$ cat config.mk
export PLATFORM = sky130hd
export DESIGN_NAME = multicycle_ctrl
export DESIGN_NICKNAME = d
export VERILOG_FILES = /design/src/rtl/multicycle_ctrl.sv
export SDC_FILE = /design/constraint.sdc
export NUM_CORES = 1
export LEC_CHECK = 0
export CAP_MARGIN = 20
export CORE_MARGIN = 3
export CORE_UTILIZATION = 40
export DETAILED_ROUTE_END_ITERATION = 8
export GPL_TIMING_DRIVEN = 0
export PLACE_DENSITY_LB_ADDON = 0.3
export SYNTH_ARGS = -nofsm -noshare
export SYNTH_HDL_FRONTEND = slang
export SYNTH_SLANG_ARGS = --single-unit
$ cat constraint.sdc
create_clock -name clk -period 2 [get_ports clk]
set_input_delay 0.3 -clock clk [delete_from_list [all_inputs] [get_ports clk]]
set_output_delay 0.3 -clock clk [all_outputs]
set_load 0.05 [all_outputs]
$ cat src/rtl/multicycle_ctrl.sv
// Multi-cycle main control sequencer: steps each instruction through fetch/decode/execute/
// memory/writeback and decodes datapath selects and write strobes from the current state.
module multicycle_ctrl #(
  parameter int CNT_W = 32
) (
  input  logic             clk,
  input  logic             rst,
  input  logic [6:0]       opcode,
  input  logic [2:0]       funct3,
  input  logic             zero,
  input  logic             mem_ready,
  output logic             mem_read,
  output logic             mem_write,
  output logic             i_or_d,
  output logic             ir_write,
  output logic             pc_write,
  output logic             pc_src,
  output logic             alu_src_a,
  output logic [1:0]       alu_src_b,
  output logic [1:0]       alu_op,
  output logic             reg_write,
  output logic             mem_to_reg,
  output logic             illegal,
  output logic [3:0]       state,
  output logic [CNT_W-1:0] instr_count
);

  localparam logic [3:0] S_FETCH    = 4'd0;
  localparam logic [3:0] S_DECODE   = 4'd1;
  localparam logic [3:0] S_EXEC_R   = 4'd2;
  localparam logic [3:0] S_EXEC_I   = 4'd3;
  localparam logic [3:0] S_MEM_ADDR = 4'd4;
  localparam logic [3:0] S_MEM_RD   = 4'd5;
  localparam logic [3:0] S_MEM_WR   = 4'd6;
  localparam logic [3:0] S_WB_ALU   = 4'd7;
  localparam logic [3:0] S_WB_MEM   = 4'd8;
  localparam logic [3:0] S_BRANCH   = 4'd9;
  localparam logic [3:0] S_TRAP     = 4'd10;

  localparam logic [6:0] OP_R      = 7'b0110011;
  localparam logic [6:0] OP_I      = 7'b0010011;
  localparam logic [6:0] OP_LOAD   = 7'b0000011;
  localparam logic [6:0] OP_STORE  = 7'b0100011;
  localparam logic [6:0] OP_BRANCH = 7'b1100011;

  logic [3:0]       r_state;
  logic [3:0]       w_next_state;
  logic [CNT_W-1:0] r_count;
  logic             r_illegal;
  logic             w_retire;

  logic       w_mem_read;
  logic       w_mem_write;
  logic       w_ir_write;
  logic       w_pc_write;
  logic       w_reg_write;

  // State register
  always_ff @(posedge clk) begin
    if (rst) begin
      r_state <= S_FETCH;
    end else begin
      r_state <= w_next_state;
    end
  end

  // Retired-instruction counter and sticky illegal flag
  always_ff @(posedge clk) begin
    if (rst) begin
      r_count   <= '0;
      r_illegal <= 1'b0;
    end else begin
      if (w_retire) begin
        r_count <= r_count + CNT_W'(1);
      end
      if (w_next_state == S_TRAP) begin
        r_illegal <= 1'b1;
      end
    end
  end

  assign w_retire = (w_next_state == S_FETCH) &&
                    ((r_state == S_MEM_WR) || (r_state == S_WB_ALU) ||
                     (r_state == S_WB_MEM) || (r_state == S_BRANCH));

  // Next-state logic
  always_comb begin
    w_next_state = r_state;
    case (r_state)
      S_FETCH:    w_next_state = mem_ready ? S_DECODE : S_FETCH;
      S_DECODE: begin
        if (opcode == OP_R) begin
          w_next_state = S_EXEC_R;
        end else if (opcode == OP_I) begin
          w_next_state = S_EXEC_I;
        end else if ((opcode == OP_LOAD) || (opcode == OP_STORE)) begin
          w_next_state = S_MEM_ADDR;
        end else if ((opcode == OP_BRANCH) && ((funct3 == 3'b000) || (funct3 == 3'b001))) begin
          w_next_state = S_BRANCH;
        end else begin
          w_next_state = S_TRAP;
        end
      end
      S_EXEC_R:   w_next_state = S_WB_ALU;
      S_EXEC_I:   w_next_state = S_WB_ALU;
      S_MEM_ADDR: begin
        if (opcode == OP_LOAD) begin
          w_next_state = S_MEM_RD;
        end else if (opcode == OP_STORE) begin
          w_next_state = S_MEM_WR;
        end else begin
          w_next_state = S_TRAP;
        end
      end
      S_MEM_RD:   w_next_state = mem_ready ? S_WB_MEM : S_MEM_RD;
      S_MEM_WR:   w_next_state = mem_ready ? S_FETCH : S_MEM_WR;
      S_WB_ALU:   w_next_state = S_FETCH;
      S_WB_MEM:   w_next_state = S_FETCH;
      S_BRANCH:   w_next_state = S_FETCH;
      S_TRAP:     w_next_state = S_TRAP;
      default:    w_next_state = S_TRAP;
    endcase
  end

  // Output decode from current state
  always_comb begin
    w_mem_read  = 1'b0;
    w_mem_write = 1'b0;
    w_ir_write  = 1'b0;
    w_pc_write  = 1'b0;
    w_reg_write = 1'b0;
    i_or_d      = 1'b0;
    pc_src      = 1'b0;
    alu_src_a   = 1'b0;
    alu_src_b   = 2'b00;
    alu_op      = 2'b00;
    mem_to_reg  = 1'b0;
    case (r_state)
      S_FETCH: begin
        w_mem_read = 1'b1;
        alu_src_b  = 2'b01;
        w_ir_write = mem_ready;
        w_pc_write = mem_ready;
      end
      S_DECODE: begin
        alu_src_b = 2'b10;
      end
      S_EXEC_R: begin
        alu_src_a = 1'b1;
        alu_op    = 2'b10;
      end
      S_EXEC_I: begin
        alu_src_a = 1'b1;
        alu_src_b = 2'b10;
        alu_op    = 2'b11;
      end
      S_MEM_ADDR: begin
        alu_src_a = 1'b1;
        alu_src_b = 2'b10;
      end
      S_MEM_RD: begin
        w_mem_read = 1'b1;
        i_or_d     = 1'b1;
      end
      S_MEM_WR: begin
        w_mem_write = 1'b1;
        i_or_d      = 1'b1;
      end
      S_WB_ALU: begin
        w_reg_write = 1'b1;
      end
      S_WB_MEM: begin
        w_reg_write = 1'b1;
        mem_to_reg  = 1'b1;
      end
      S_BRANCH: begin
        alu_src_a = 1'b1;
        alu_op    = 2'b01;
        pc_src    = 1'b1;
        if (funct3 == 3'b000) begin
          w_pc_write = zero;
        end else if (funct3 == 3'b001) begin
          w_pc_write = ~zero;
        end else begin
          w_pc_write = 1'b0;
        end
      end
      S_TRAP:  begin
        w_pc_write = 1'b0;
      end
      default: begin
        w_pc_write = 1'b0;
      end
    endcase
  end

  // Requests and strobes are suppressed while reset is held
  assign mem_read    = w_mem_read  & ~rst;
  assign mem_write   = w_mem_write & ~rst;
  assign ir_write    = w_ir_write  & ~rst;
  assign pc_write    = w_pc_write  & ~rst;
  assign reg_write   = w_reg_write & ~rst;
  assign illegal     = r_illegal;
  assign state       = r_state;
  assign instr_count = r_count;

endmodule
==> results of run 1 <==
-- cell type report --
type                            count  area [um2]
Clock inverter                      2       8.758
Fill cell                         397        1499
Sequential cell                    37       802.0
Inverter                            7       26.28
Buffer                             16       168.9
Tap cell                           70       87.58
Timing Repair Buffer               87       844.6
Multi-Input combinational cell    203        1685
Clock buffer                        6       82.58
-- power breakdown --
| group | total (mW) | internal (mW) | switching, mW |
|---|---|---|---|
| clock network | 0.543 | 0.273 | 0.269 |
| logic | 2.67 | 1.17 | 1.50 |
| registers | 0.862 | 0.799 | 0.0632 |
-- state kept, by name, summed over array words and instances (netlist names) --
register	count
illegal	1
instr_count	32
state	4
-- worst max-delay path, cell delays in order (launching register included) --
cell and delay [ns]:
dfxtp_4 0.37, or3b_4 0.38, a2111o_1 0.40, a21oi_4 0.21
buf_8 0.18, nor4_4 0.04, mux2_1 0.31
-- how the worst max path moves through the flow --
stage                        start         endpoint  slack (ns)  depth (start not counted)
finish                    state[2]  instr_count[22]       -0.01                          6
global route        instr_count[6]  instr_count[24]       -0.07                          5
CTS                            rst        reg_write       -0.20                          6
detailed placement             rst        reg_write       -1.23                          6
global placement               rst        reg_write       -1.20                          6
floorplan                 state[1]         pc_write       -0.49                          4
-- what timing repair did --
item	in CTS	in global routing
endpoints found under the setup margin	45	35
gates cloned	1	0
pin swaps	15	19
setup buffers	16	8
resized for setup	64	74
-- cell usage in the layout (no fill, tap or decap), types with 3 or more instances in the layout --
cell type,count
inv_1,7
or4_1,7
and4_1,4
nand3_1,9
dfxtp_4,12
buf_4,18
mux2_4,7
buf_8,5
a21oi_1,15
nor2_1,30
o31ai_1,3
dlymetal6s2s_1,10
clkbuf_2,6
dfxtp_2,13
dfxtp_1,12
buf_2,4
nor3_1,3
or3b_4,3
buf_6,9
clkbuf_8,8
or3_1,4
clkdlybuf4s15_1,3
nand2_1,12
xor2_1,4
clkdlybuf4s50_1,39
nand4_1,6
mux2_1,5
nor3_2,6
o21ai_1,3
nor2b_1,15
nor4_4,8
xnor2_1,9
o31ai_2,3
-- through the flow --
stage / hold slack (ns) / setup WS [ns] / util / std cells / total power, mW
after global placement: 0.4518 / -1.198 / 0.5981 / 396 / 2.767
after global routing: 0.4345 / -0.07217 / 0.7120 / 428 / 4.243
after CTS: 0.4479 / -0.1970 / 0.6579 / 420 / 3.614
final: 0.3824 / -0.01078 / 0.7120 / 428 / 4.075
after floorplan: 0.4301 / -0.4941 / - / 264 / 2.297
after detailed placement: 0.4626 / -1.227 / 0.5981 / 396 / 2.807
-- per-layer routing --
| layer | global-route usage | vias to the layer above |
|---|---|---|
| met3 | 0.03475 | 8 |
| met2 | 0.3386 | 89 |
| met4 | 0.07095 | 0 |
| met1 | 0.2548 | 1169 |
| met5 | 0 | - |
| li1 | - | 1149 |
-- cell families after synthesis --
family | after synthesis
AND/OR/NAND/NOR | 133
buffers and inverters | 24
AO/OA/AOI/OAI | 43
XOR/XNOR | 13
adder cells (fa/ha/maj) | 1
flip-flops | 37
multiplexers | 13
==> summary.txt, run 1 <==
Logic synthesis
  – Post-synth EDFFs: 0
  – Post-synth top cells: dfxtp_1 (37), nor2_1 (31), a21oi_1 (18), nor2b_1 (17)
  – Synth Area in Compound Gates: 0.1291
  – Synth unique cells: 47
  – FFs w/ async S/R, synth: 0
  – Post-synthesis area per instance: around 8.3 um2
  – Share of the synthesized area in the top cell type: 0.3367
  – Most used flip-flop cell after synthesis: dfxtp_1
  – Synth Area in Adders: 0.005688
  – Simple-gate share of the synthesized area: 0.3606
  – Mux cell area share after synthesis: 0.06769
  – Synth area leader: dfxtp_1
  – Largest cells by area after synthesis: dfxtp_1 (34%), mux2_1 (5.6%), nor2_1 (5.3%)
  – Syn_nets: around 280
  – Xor-xnor portion of the synthesized cell area: 0.05176
  – Register area share after synthesis: 0.3367
  – Synth Register Bits: 37
  – Gate Count Post-Synth: 264
  – Largest family of logic cells by synthesized area: simple AND/OR/NAND/NOR gates
  – Post-Syn Area: roughly 2200 um2
  – Cell with the most instances after synthesis: dfxtp_1
  – Syn. warnings: 0

Place
  – DP Wirelength: about 4400 um
  – Placed cell areas: slightly above 3000 um2
  – GPL Wtd Cong: ~0.9
  – Count of buffers from port buffering: between 60 and 70

Finish
  – Final instance area: around 3700 um2
  – Ant. Diodes: 0
  – Layout area overhead: 68.49%
  – Total Nets Final: 372
  – Share of post-route cells with drive strength above 1: 0.3715

Timing
  – Layout Skew: 0.005934 ns
  – Minimum clock period: 2.011 ns
  – RSZ-0062 raised after global routing: true
  – Fin Setup TNS: -0.02473 ns
  – Final-report setup violation count: 4
  – Worst slew pin tran: roughly 0.57 ns
  – Final Hold Violating Endpoints: 0
  – Slew Limit Fails: 0
  – Tcrit/Tclk final: 1.005
  – Slew headroom: 0.6212
  – Setup slack after layout: -0.01078 ns
  – Fmax: 497.3 MHz

Clocking
  – Num CTS Buffers: 5
  – Worst-case clock buffer depth: 2
  – Clock sink total: 37
  – # H-tree levels: 2
  – Root Buffer: clkbuf_8
  – TritonCTS clock tree: done
  – Hold-fix buffers, CTS: 0
  – Clock-pin slew on the worst setup and hold paths: 0.08 ns
  – Clk_lat worst skew: 0.29 ns

Setup path
  – WP data arrival: 2.19 ns
  – Reg-to-reg critical path endpoint: instr_count[22]
  – Worst setup EP type: flop
  – R2R depth: 6
  – Crit path required time: around 2.2 ns
  – R2R Setup Slk: -0.01 ns
  – Crit path kind: flop to flop
  – CP Max Fanout: 5
  – Reg-to-reg startpoint: state[2]
  – Kind of start point of the critical path: flop

Route
  – DRC viols: 0
  – DRT iter0 DRCs: ~120
  – Vias per cell: 5.643
  – Routed wl met2: 3514 um
  – Final ANT Viol Nets: 0
  – M1 WL: slightly below 3000 um
  – Via count: about 2,400
  – Total Wirelength: 6873 um
  – DR top layer: met4
  – Drt pass-1 iters: 4
  – Routed WL per cell: approximately 16 um
  – Met3 Wirelength: ~370 um

Floorplan
  – Die ar.: 6425 um2
  – Die H: roughly 80 um
  – Die width: 80.16 um
  – Area of the core: about 5200 um2
  – Rows: 26
  – Initial core utilization: 0.4226
  – # IOs: 64

Job
  – Max-Cap Viols: 0

Worst hold path
  – Hold WC Path Type: input port to flop
  – Hold path depth: 3
  – Worst Hold Launch: opcode[6]
  – Hold EP: state[0]

Pwr
  – Leak: 1.351 nW
  – Peak supply drop: 820.1 uV
  – PwrDens: between 1000 and 1500 nW/um2

Global route
  – Initial antenna violation count: 0
  – Vias in the first global route: 2,196
  – Gr ovfl total: 0
  – Largest net degree at the start of global routing: 12
  – GRT Overall Usage: 0.2005
  – First-pass GRT wire length: around 10,000 um

Run status
  – Outcome: complete, but fails checks
  – Failing checks: setup timing
No activity file was read; power rests on OpenSTA's default activity.
==> run 2: changes to the inputs <==
--- a/config.mk
+++ b/config.mk
@@ -10,7 +10,7 @@
 export CORE_UTILIZATION = 40
 export DETAILED_ROUTE_END_ITERATION = 8
 export GPL_TIMING_DRIVEN = 0
-export PLACE_DENSITY_LB_ADDON = 0.3
+export PLACE_DENSITY = 0.77
 export SYNTH_ARGS = -nofsm -noshare
 export SYNTH_HDL_FRONTEND = slang
 export SYNTH_SLANG_ARGS = --single-unit
==> summary.txt, run 2 (synthesis results as in run 1) <==
Timing
  – Tcrit/Tclk final: 1.040 (+0.03441)
  – Slew Limit Fails: 0 (unchanged)
  – Fmax: 480.9 MHz (-3.3%)
  – Worst slew pin tran: 0.5787 ns (+0.01047 ns)
  – RSZ-0062 raised after global routing: true
  – Fin Setup TNS: -0.7919 ns (-0.7672 ns)
  – Layout Skew: 0.004159 ns (-0.001775 ns)
  – Minimum clock period: 2.080 ns (+0.06882 ns)
  – Setup slack after layout: -0.07960 ns (-0.06882 ns)
  – Slew headroom: 0.6142 (-0.006982)
  – Final Hold Violating Endpoints: 0 (unchanged)
  – Final-report setup violation count: 17 (+13)
  – Worst hold slack: 0.4745 ns (+0.09205 ns)

Place
  – DP Cell Count: 396 (unchanged)
  – GPL Wtd Cong: 0.8720 (-4.0%)
  – DP Wirelength: 4415 um (about the same)
  – Count of buffers from port buffering: 62 (unchanged)
  – DP Worst Slack: -1.182 ns (+0.04522 ns)
  – Placed cell areas: 3113 um2 (unchanged)

Job
  – Max-Cap Viols: 0 (unchanged)

Route
  – DRT iter0 DRCs: 77 (-36%)
  – Via count: 2,386 (-1.2%)
  – M1 WL: 2975 um (+2.3%)
  – Total Wirelength: 6986 um (+1.6%)
  – DR top layer: met4
  – Routed WL per cell: 16.52 um (+2.8%)
  – DRC viols: 0 (unchanged)
  – Final ANT Viol Nets: 0 (unchanged)
  – Vias per cell: 5.641 (about the same)
  – Met3 Wirelength: 299 um (-18%)
  – Routed wl met2: 3596 um (+2.3%)
  – Drt pass-1 iters: 5 (+1)

Finish
  – Ant. Diodes: 0 (unchanged)
  – Finished Core Util: 0.7197 (+0.007693)
  – Multi-input gate area: 1769 um2 (+5.0%)
  – Final instance area: 3746 um2 (+1.1%)
  – Register area: 802.0 um2 (unchanged)
  – Most common cell after layout, fill and taps aside: clkdlybuf4s50_1
  – Total Nets Final: 367 (-1.3%)
  – Commonest cells after routing, fill and taps aside: clkdlybuf4s50_1 (42), nor2_1 (30), a21oi_1 (16)
  – # fillers: 408 (+2.8%)
  – Finished Layout Cells: 423 (-1.2%)
  – Number of flip-flops in the largest register: 32 (unchanged)
  – Share of post-route cells with drive strength above 1: 0.3909 (+0.01943)
  – Layout area overhead: 70.31%

Floorplan
  – Rows: 26 (unchanged)
  – Die H: 80.16 um (unchanged)
  – Area of the core: 5205 um2 (unchanged)
  – Initial core utilization: 0.4226 (unchanged)
  – Die ar.: 6425 um2 (unchanged)
  – # IOs: 64 (unchanged)
  – Die width: 80.16 um (unchanged)

Clocking
  – TritonCTS clock tree: done
  – Clock sink total: 37 (unchanged)
  – Root Buffer: clkbuf_8
  – Clock-pin slew on the worst setup and hold paths: 0.08 ns (about the same)
  – Clk_lat worst skew: 0.29 ns (about the same)
  – Worst-case clock buffer depth: 2 (unchanged)
  – Num CTS Buffers: 5 (unchanged)
  – # H-tree levels: 2 (unchanged)

Worst hold path
  – Worst Hold Launch: rst
  – Hold WC Path Type: input port to flop

Setup path
  – Worst setup startpoint: state[0]
  – Cell Chain, Critical Path: or3b_4, a2111o_1, a21oi_4, buf_6, nor4_2, mux2_1
  – Slowest CP cell: a2111o_1
  – Critical Path Max Stage Delay: 0.41 ns (about the same)
  – CP Max Fanout: 5 (unchanged)
  – Crit path kind: flop to flop
  – Crit path required time: 2.19 ns (about the same)
  – Reg-to-reg startpoint: state[0]
  – WP data arrival: 2.27 ns (+0.08 ns)
  – Worst setup EP type: flop
  – Kind of start point of the critical path: flop

Global route
  – GRT Overall Usage: 0.2140 (+0.01347)
  – Vias in the first global route: 2,259 (+2.9%)
  – Gr ovfl total: 0 (unchanged)
  – First-pass GRT wire length: 11,010 um (+6.9%)
  – Largest net degree at the start of global routing: 13 (+1)
  – Initial antenna violation count: 0 (unchanged)

Pwr
  – Part of the power in combinational logic: 0.603 (-0.052)
  – Tot Pwr: 3.961 mW (-2.8%)
  – Clock power share: 0.175 (+0.042)
  – Cell Int Power: 2.179 mW (-2.8%)
  – Sequential power share: 0.223 (+0.011)
  – Leak: 1.392 nW (+3.0%)
  – Peak supply drop: 639.0 uV (-22%)
  – Sw power: 1.782 mW (-2.8%)
  – PwrDens: 1057 nW/um2 (-3.8%)
  – Sw frac: 0.4498 (about the same)

Run status
  – Failing checks: setup timing
  – Outcome: complete, but fails checks
run 2: cell count changes in the layout (fill, tap and decap cells not counted), sizes merged:
cell,delta
buf,-8
bufinv,+1
clkbuf,+5
clkdlybuf4s15,-2
clkdlybuf4s50,+3
clkinv,-2
clkinvlp,+1
dlygate4sd2,+5
dlymetal6s2s,-8
run 2: worst paths after layout:
path | endpoint | slack (ns) | depth (start not counted)
max | instr_count[24] | -0.08 | 6
min | instr_count[22] | 0.47 | 3
max reg2reg | instr_count[24] | -0.08 | 6
min reg2reg | instr_count[20] | 0.50 | 2
run 2: cell type report:
cell class	instances	area share
clock buffers	6	0.02204
inverters	7	0.007014
plain buffers	16	0.04709
well taps	70	0.02338
clock inverters	2	0.01002
flip-flops and latches	37	0.2141
multi-input cells	203	0.4723
repair buffers	82	0.2041
run 2: routing by layer:
layer / vias up / GRT usage
li1: 1142 / -
met1: 1162 / 0.2664
met2: 71 / 0.3833
met3: 11 / 0.03475
met4: 0 / 0.04899
met5: - / 0
run 2: worst max-delay path: cells and delay by family, from the launching register on:
kind	cells	cell delay [ns]
mux	1	0.31
flops	1	0.37
buf+inv	1	0.19
simple gates	2	0.47
compound gates	2	0.63
run 2: what timing repair did:
action,CTS,global route
hold buffers,0,0
gates cloned,2,0
gates resized for setup,100,49
pin swaps,18,16
setup endpoints to repair,43,38
buffers inserted,12,6
run 2: power by group through the flow:
stage / combinational, mW / clock [mW] / sequential (mW)
after global routing: 2.52 / 0.740 / 0.893
after floorplan: 1.24 / 0 / 1.06
after CTS: 2.13 / 0.693 / 0.873
after global placement: 1.87 / 0 / 0.896
after detailed placement: 1.89 / 0 / 0.902
final: 2.39 / 0.692 / 0.882
==> run 3: changes to the inputs <==
--- a/config.mk
+++ b/config.mk
@@ -8,9 +8,11 @@
 export CAP_MARGIN = 20
 export CORE_MARGIN = 3
 export CORE_UTILIZATION = 40
+export CTS_BUF_LIST = sky130_fd_sc_hd__clkbuf_8
 export DETAILED_ROUTE_END_ITERATION = 8
 export GPL_TIMING_DRIVEN = 0
 export PLACE_DENSITY = 0.77
+export REMOVE_ABC_BUFFERS = 1
 export SYNTH_ARGS = -nofsm -noshare
 export SYNTH_HDL_FRONTEND = slang
 export SYNTH_SLANG_ARGS = --single-unit
==> summary.txt, run 3 (synthesis results as in run 1) <==
Clocking
  – # H-tree levels: 2 (unchanged)
  – Root Buffer: clkbuf_8
  – TritonCTS clock tree: done
  – Hold-fix buffers, CTS: 0 (unchanged)
  – Clock-pin slew on the worst setup and hold paths: 0.08 ns (about the same)
  – Worst-case clock buffer depth: 2 (unchanged)
  – Num CTS Buffers: 5 (unchanged)
  – Clk_lat worst skew: 0.28 ns (about the same)
  – Clock sink total: 37 (unchanged)

Finish
  – # fillers: 370 (-9.3%)
  – Number of flip-flops in the largest register: 32 (unchanged)
  – Total Nets Final: 374 (+1.9%)
  – Commonest cells after routing, fill and taps aside: clkdlybuf4s50_1 (42), dfxtp_1 (32), nor2_1 (31)
  – Ant. Diodes: 0 (unchanged)
  – Most common cell after layout, fill and taps aside: clkdlybuf4s50_1
  – Layout area overhead: 67.29%
  – Finished Layout Cells: 429 (+1.4%)
  – Share of post-route cells with drive strength above 1: 0.3370 (-0.05389)

Timing
  – Final-report setup violation count: 13 (-4)
  – Worst slew pin tran: 0.6150 ns (+0.03627 ns)
  – Final Hold Violating Endpoints: 0 (unchanged)
  – Fmax: 469.6 MHz (-2.3%)
  – Minimum clock period: 2.129 ns (+0.04987 ns)
  – Setup slack after layout: -0.1295 ns (-0.04987 ns)
  – Slew headroom: 0.5900 (-0.02418)
  – Tcrit/Tclk final: 1.065 (+0.02493)
  – RSZ-0062 raised after global routing: true
  – Layout Skew: 0.009868 ns (+0.005709 ns)
  – Slew Limit Fails: 0 (unchanged)

Place
  – DP Cell Count: 380 (-4.0%)
  – GPL Wtd Cong: 0.8730 (+0.11%)
  – DP Worst Slack: -1.000 ns (+0.1816 ns)
  – DP Wirelength: 3778 um (-14%)
  – Count of buffers from port buffering: 63 (+1.6%)

Pwr
  – Leak: 1.309 nW (-5.9%)
  – Cell Int Power: 1.988 mW (-8.8%)
  – Part of the power in combinational logic: 0.626 (+0.023)
  – Clock power share: 0.139 (-0.036)
  – Sw frac: 0.4802 (+0.03035)
  – Sw power: 1.837 mW (+3.1%)
  – Peak supply drop: 940.8 uV (+47%)
  – PwrDens: 1039 nW/um2 (-1.7%)
  – Sequential power share: 0.235 (+0.012)
  – Tot Pwr: 3.825 mW (-3.4%)

Floorplan
  – # IOs: 64 (unchanged)
  – Die H: 80.16 um (unchanged)
  – Die width: 80.16 um (unchanged)
  – Initial core utilization: 0.4226 (unchanged)
  – Area of the core: 5205 um2 (unchanged)
  – Rows: 26 (unchanged)
  – Die ar.: 6425 um2 (unchanged)

Route
  – Routed WL per cell: 17.64 um (+6.8%)
  – Final ANT Viol Nets: 0 (unchanged)
  – Drt pass-1 iters: 4 (-1)
  – Total Wirelength: 7569 um (+8.3%)
  – Via count: 2,399 (+0.54%)
  – DRT iter0 DRCs: 117 (+52%)
  – Vias per cell: 5.592 (-0.86%)
  – DRC viols: 0 (unchanged)

Setup path
  – Kind of start point of the critical path: flop
  – CP Max Fanout: 5 (unchanged)
  – Instance count on the critical path: 6 (unchanged)
  – Crit path required time: 2.18 ns (about the same)
  – Worst setup EP type: flop
  – WP data arrival: 2.31 ns (+0.04 ns)
  – Critical Path Max Stage Delay: 0.47 ns (+0.06 ns)
  – Cell Chain, Critical Path: or3b_4, a2111o_1, a21oi_4, buf_8, nor4_4, mux2_4
  – Buf+Inv Stages, Crit Path: 1 (unchanged)
  – Crit path kind: flop to flop
  – Slowest CP cell: a2111o_1
  – R2R depth: 6 (unchanged)
  – CP top delay family: compound AO/OA/AOI/OAI gates

Global route
  – Initial antenna violation count: 0 (unchanged)
  – First-pass GRT wire length: 11,140 um (+1.2%)
  – Vias in the first global route: 2,255 (-0.18%)
  – Gr ovfl total: 0 (unchanged)
  – Largest net degree at the start of global routing: 55 (+42)
  – GRT Overall Usage: 0.2168 (+0.002784)

Job
  – Max-Cap Viols: 0 (unchanged)

Run status
  – Outcome: complete, but fails checks
  – Failing checks: setup timing

Worst hold path
  – Hold path depth: 2 (-1)
  – Hold WC Path Type: flop to flop
run 3: changes by cell type in the layout (fill, tap and decap cells not counted), sizes merged:
cell and delta:
dlymetal6s2s -1, dlygate4sd2 +3, o211ai +1, clkinvlp -1, buf +12, clkbuf -11, bufinv -1, inv +1
or2 +1, a21oi +2
run 3: timing repair:
item,4_1_cts,5_1_grt
gates resized for setup,104,57
endpoints found under the setup margin,44,38
setup buffers,28,10
gates cloned,4,2
pin swaps,25,13
run 3: metrics by stage:
stage	hold slack, ns	util	cell area [um2]	setup TNS, ns
floorplan	0.3691	-	2120	-24.99
global route	0.5323	0.7070	3680	-1.848
detailed placement	0.4728	0.5442	2833	-20.54
finish	0.4866	0.7070	3680	-1.020
global placement	0.4596	0.5452	2838	-29.82
CTS	0.4881	0.6603	3437	-0.7567
run 3: final cells by class:
| class | count | area (um2) | share of cell area |
|---|---|---|---|
| clock inverter | 1 | 3.754 | 0.001020 |
| tap | 70 | 87.58 | 0.02380 |
| timing repair buffer | 101 | 950.9 | 0.2584 |
| multi-input combinational | 207 | 1772 | 0.4815 |
| inverter | 7 | 26.28 | 0.007140 |
| sequential | 37 | 757.0 | 0.2057 |
| clock buffer | 6 | 82.58 | 0.02244 |
run 3: worst paths after layout:
| check | slack, ns | to | from |
|---|---|---|---|
| hold reg to reg | 0.49 | illegal | illegal |
| setup reg to reg | -0.13 | instr_count[24] | state[1] |
| hold / removal | 0.49 | illegal | illegal |
| setup / recovery | -0.13 | instr_count[24] | state[1] |
run 3: layer usage:
layer	wire, um	GRT usage
met2	3845	0.3874
met1	3293	0.2747
met5	0	0
met3	398	0.03587
met4	32	0.03885
run 3: power by group through the flow:
stage	clock [mW]	combinational [mW]	sequential, mW
2_1_floorplan	0	0.874	1.10
3_3_place_gp	0	1.48	0.955
4_1_cts	0.531	2.18	0.914
5_1_grt	0.572	2.49	0.905
3_5_place_dp	0	1.50	0.959
6_report	0.531	2.39	0.899
run 3: worst min-delay path, stage by stage (launching register included):
cell and delay (ns):
dfxtp_1 0.33, a21oi_1 0.05, nor2_1 0.07
